<file path="src/rtl/hex_rate_counter.sv">
// Two-digit hex counter stepped by a selectable-rate divider; the 8-bit count
// is split into two nibbles for the board's seven-segment decoders.
module hex_rate_counter #(
  parameter int CLK_HZ = 50000000
) (
  input  logic       clk,
  input  logic       resetn,
  input  logic       en,
  input  logic       up,
  input  logic       load,
  input  logic [7:0] load_val,
  input  logic [1:0] speed,
  output logic [3:0] digit0,
  output logic [3:0] digit1,
  output logic       tick,
  output logic       wrap
);

  localparam int DIV_W = $clog2(4 * CLK_HZ);

  localparam logic [DIV_W-1:0] RELOAD_FAST = '0;
  localparam logic [DIV_W-1:0] RELOAD_1HZ  = DIV_W'(CLK_HZ - 1);
  localparam logic [DIV_W-1:0] RELOAD_HALF = DIV_W'(2 * CLK_HZ - 1);
  localparam logic [DIV_W-1:0] RELOAD_QTR  = DIV_W'(4 * CLK_HZ - 1);

  logic [7:0]       r_count;
  logic [DIV_W-1:0] r_div;
  logic [1:0]       r_speed_q;
  logic             r_tick;
  logic             r_wrap;

  logic [DIV_W-1:0] w_reload;
  logic [7:0]       w_count_next;
  logic             w_wrap_next;
  logic             w_speed_change;
  logic             w_div_zero;

  // Reload value always follows the live speed input, so a load or a
  // speed-change edge picks up the new period immediately.
  always_comb begin
    w_reload = RELOAD_FAST;
    case (speed)
      2'b00:   w_reload = RELOAD_FAST;
      2'b01:   w_reload = RELOAD_1HZ;
      2'b10:   w_reload = RELOAD_HALF;
      2'b11:   w_reload = RELOAD_QTR;
      default: w_reload = RELOAD_FAST;
    endcase
  end

  always_comb begin
    w_count_next = r_count;
    w_wrap_next  = 1'b0;
    if (up) begin
      w_count_next = r_count + 8'd1;
      w_wrap_next  = (r_count == 8'hFF);
    end else begin
      w_count_next = r_count - 8'd1;
      w_wrap_next  = (r_count == 8'h00);
    end
  end

  assign w_speed_change = (speed != r_speed_q);
  assign w_div_zero     = (r_div == '0);

  always_ff @(posedge clk or negedge resetn) begin
    if (!resetn) begin
      r_count   <= 8'h00;
      r_div     <= '0;
      r_speed_q <= 2'b00;
      r_tick    <= 1'b0;
      r_wrap    <= 1'b0;
    end else begin
      r_speed_q <= speed;
      r_tick    <= 1'b0;
      r_wrap    <= 1'b0;
      if (load) begin
        r_count <= load_val;
        r_div   <= w_reload;
      end else if (w_speed_change) begin
        r_div <= w_reload;
      end else if (en) begin
        if (!w_div_zero) begin
          r_div <= r_div - 1'b1;
        end else begin
          r_div   <= w_reload;
          r_count <= w_count_next;
          r_tick  <= 1'b1;
          r_wrap  <= w_wrap_next;
        end
      end
    end
  end

  assign digit0 = r_count[3:0];
  assign digit1 = r_count[7:4];
  assign tick   = r_tick;
  assign wrap   = r_wrap;

endmodule
</file>
<file path="config.mk">
export PLATFORM = sky130hd
export DESIGN_NAME = hex_rate_counter
export DESIGN_NICKNAME = d
export VERILOG_FILES = /design/src/rtl/hex_rate_counter.sv
export SDC_FILE = /design/constraint.sdc
export NUM_CORES = 1
export LEC_CHECK = 0
export ABC_AREA = 0
export CAP_MARGIN = 10
export CORE_MARGIN = 2
export CORE_UTILIZATION = 35
export DETAILED_ROUTE_END_ITERATION = 10
export GPL_TIMING_DRIVEN = 1
export HOLD_SLACK_MARGIN = 0.1
export MAX_ROUTING_LAYER = met4
export PLACE_DENSITY = 0.5
export SLEW_MARGIN = 20
export SYNTH_ARGS = -nofsm -noshare
export SYNTH_HDL_FRONTEND = slang
export SYNTH_SLANG_ARGS = --single-unit
</file>
<file path="constraint.sdc">
create_clock -name clk -period 4 [get_ports clk]
set_clock_uncertainty 0.1 [all_clocks]
set_input_delay 1 -clock clk [delete_from_list [all_inputs] [get_ports clk]]
set_output_delay 1 -clock clk [all_outputs]
set_load 0.02 [all_outputs]
</file>
==> results.json <==
{
  "syn_to_final_growth_pct": 14.32,
  "period_needed_ns": 3.177,
  "cts_sinks": 40,
  "regArea_mm2": 0.001001,
  "ys_warn_count": 0,
  "grt.total_usage_pct": 20.25,
  "vias": 2689,
  "synth_seq_area_share_pct": 34.09,
  "drc": 0,
  "ys_types": 57,
  "start_util_pct": 35.92,
  "crit_arrival_ns": 3.24,
  "clockBufferDepth": 2,
  "drt_wl_total_um": 8420,
  "ys_ff_latch": 40,
  "io_pins": 25,
  "report.final.slew_viol_count": 0,
  "p_per_area_mw_per_mm2": 306.8,
  "cts_resized": 0,
  "fill_cells": 832,
  "hp-class": "flip-flop to flip-flop",
  "root_buffer": "clkbuf_8",
  "fin_crit_sh_pct": 79.42,
  "clock_latency_ns": 0.29,
  "ir_drop_uv": 115.3,
  "relSlewSlack_pct": 36.41,
  "tns_ns": 0,
  "required_ns": 4.06,
  "multiInputGateArea_mm2": 0.001798,
  "syn-num-nets": 360,
  "h-tree-depth": 2,
  "cts_hold_buf": 0,
  "cp_max_fo": 9,
  "synthFlopType": "dfrtp_1",
  "grt_overflow": 0,
  "cp-start-kind": "primary input",
  "grt_pass1_wl_um": 13660,
  "async_flop_share_pct": 100.0,
  "stdcell_count": 459,
  "rows": 33,
  "post_cts_buffers": 0,
  "vias_per_cell": 5.858,
  "grt_max_degree": 41,
  "post_synth.cell_area_avg_um2": 8.845,
  "die-area_mm2": 0.009138,
  "synth_enable_flop_cells": 0,
  "io_buffers": 24,
  "mostFrequentLayoutCells": "40 x dfrtp_1, 28 x nor2_1, 23 x clkdlybuf4s50_1",
  "die_height_um": 95.60,
  "wl_per_cell_um": 18.34,
  "timing_worst_setup_path_type": "primary input to flip-flop",
  "drt-initial-drc-count": 161,
  "layout-drive-gt1-share_pct": 7.627,
  "fin_nets": 381,
  "fmax_mhz": 314.8,
  "cts_buffers": 5,
  "worst_pin_slew_ns": 0.9539,
  "finalWeightedCongestion": 0.9129,
  "status": "completed",
  "netlist_area_mm2": 0.002937,
  "finalSetupViolations": 0,
  "clk_pin_slew_ns": 0.08,
  "core_mm2": 0.008175,
  "dp_cells": 451,
  "syn_inst": 332,
  "drv_cap": 0,
  "leakage_nw": 1.328,
  "grt_antenna_before_repair": 0,
  "rsz0062_at_grt": "false",
  "place_hpwl_um": 6086,
  "grt_pass1_vias": 2463,
  "endpoint_kind": "flip-flop",
  "postLayoutCoreUtil_pct": 41.06,
  "cts_tree": "yes",
  "diodes": 0,
  "drt_first_pass_iters": 5,
  "ant_nets": 0,
  "die_w_um": 95.60,
  "hold_viol_final": 0,
  "final_common_cell": "dfrtp_1",
  "p_total_w": 0.001030
}
## power by group
group | switching [W] | internal [W] | leakage [nW]
clock network | 0.000144 | 0.000141 | 0.0455
logic | 0.000135 | 0.000106 | 0.807
registers | 0.0000629 | 0.000441 | 0.476
## flip-flops by register name, summed over array words and instances, names as in the netlist
register and flops:
r_count 8, r_speed_q 2, tick 1, r_div 28, wrap 1
## through the flow
stage	instance area, µm²	setup WS (ns)	hold slack [ns]
6_report	3357	0.8232	0.4398
3_5_place_dp	3267	0.5163	0.4207
4_1_cts	3357	0.8327	0.4399
5_1_grt	3357	0.6824	0.4751
2_1_floorplan	2937	1.330	0.3838
3_3_place_gp	3267	0.5236	0.4118
## worst paths after layout
check | from | to | slack (ns) | depth (start not counted)
worst max-delay path | up | r_count[7] | 0.82 | 8
worst min-delay path | r_div[27] | r_div[27] | 0.44 | 1
worst max register to register | r_div[7] | r_div[20] | 1.03 | 5
worst min register to register | r_div[27] | r_div[27] | 0.44 | 1
max in group asynchronous | resetn | r_count[3] | 2.46 | 1
min in group asynchronous | resetn | r_div[1] | 0.75 | 1
## cells by family after synthesis
| kind of cell | after synthesis | share of synthesized area, % |
|---|---|---|
| AOI/OAI and AO/OA | 87 | 19.90 |
| xor gates and xnor gates | 8 | 2.386 |
| adders and majority gates | 13 | 5.795 |
| buffers and inverters | 30 | 4.687 |
| DFF | 40 | 34.09 |
| muxes | 14 | 4.857 |
| and+or+nand+nor | 140 | 28.29 |
## synth_stat cells, drive strengths merged (5+ instances only)
| library cell | n | area [µm²] |
|---|---|---|
| nor2 | 29 | 111.4 |
| nor4 | 14 | 160.1 |
| nand4 | 8 | 56.30 |
| a22o | 5 | 43.79 |
| xor2 | 6 | 52.55 |
| a21oi | 12 | 63.81 |
| buf | 8 | 55.05 |
| inv | 13 | 48.80 |
| a211oi | 9 | 67.56 |
| dfrtp | 40 | 1001 |
| clkbuf | 9 | 33.78 |
| and3 | 8 | 50.05 |
| mux2i | 12 | 120.1 |
| or4 | 7 | 52.55 |
| nand2 | 21 | 78.83 |
| nand3 | 13 | 65.06 |
| or3 | 6 | 37.54 |
| ha | 12 | 150.1 |
| nor3 | 22 | 115.1 |
| o21ai | 28 | 143.9 |
## critical path, cell delays in order
cell and delay [ns]:
clkdlybuf4s50_1 0.54, inv_1 0.20, ha_1 0.43, nand3_1 0.12
o2111ai_1 0.28, a211oi_1 0.11, a2111oi_0 0.42, nand3_1 0.12
## per-layer routing
metal  vias up  wire length, µm  track usage, %
li1       1312                -               -
met1      1301             3794           26.98
met2        68             4113           31.99
met3         8              398           2.846
met4         0              114           6.071
met5         -                0               -
## final cells by class
type | instances | area share, %
Clock buffer | 8 | 2.684
Sequential cell | 40 | 29.82
Inverter | 13 | 1.454
Tap cell | 105 | 3.914
Timing Repair Buffer | 31 | 8.572
Multi-Input combinational cell | 262 | 53.56
Power figures use the tool's default switching activity.
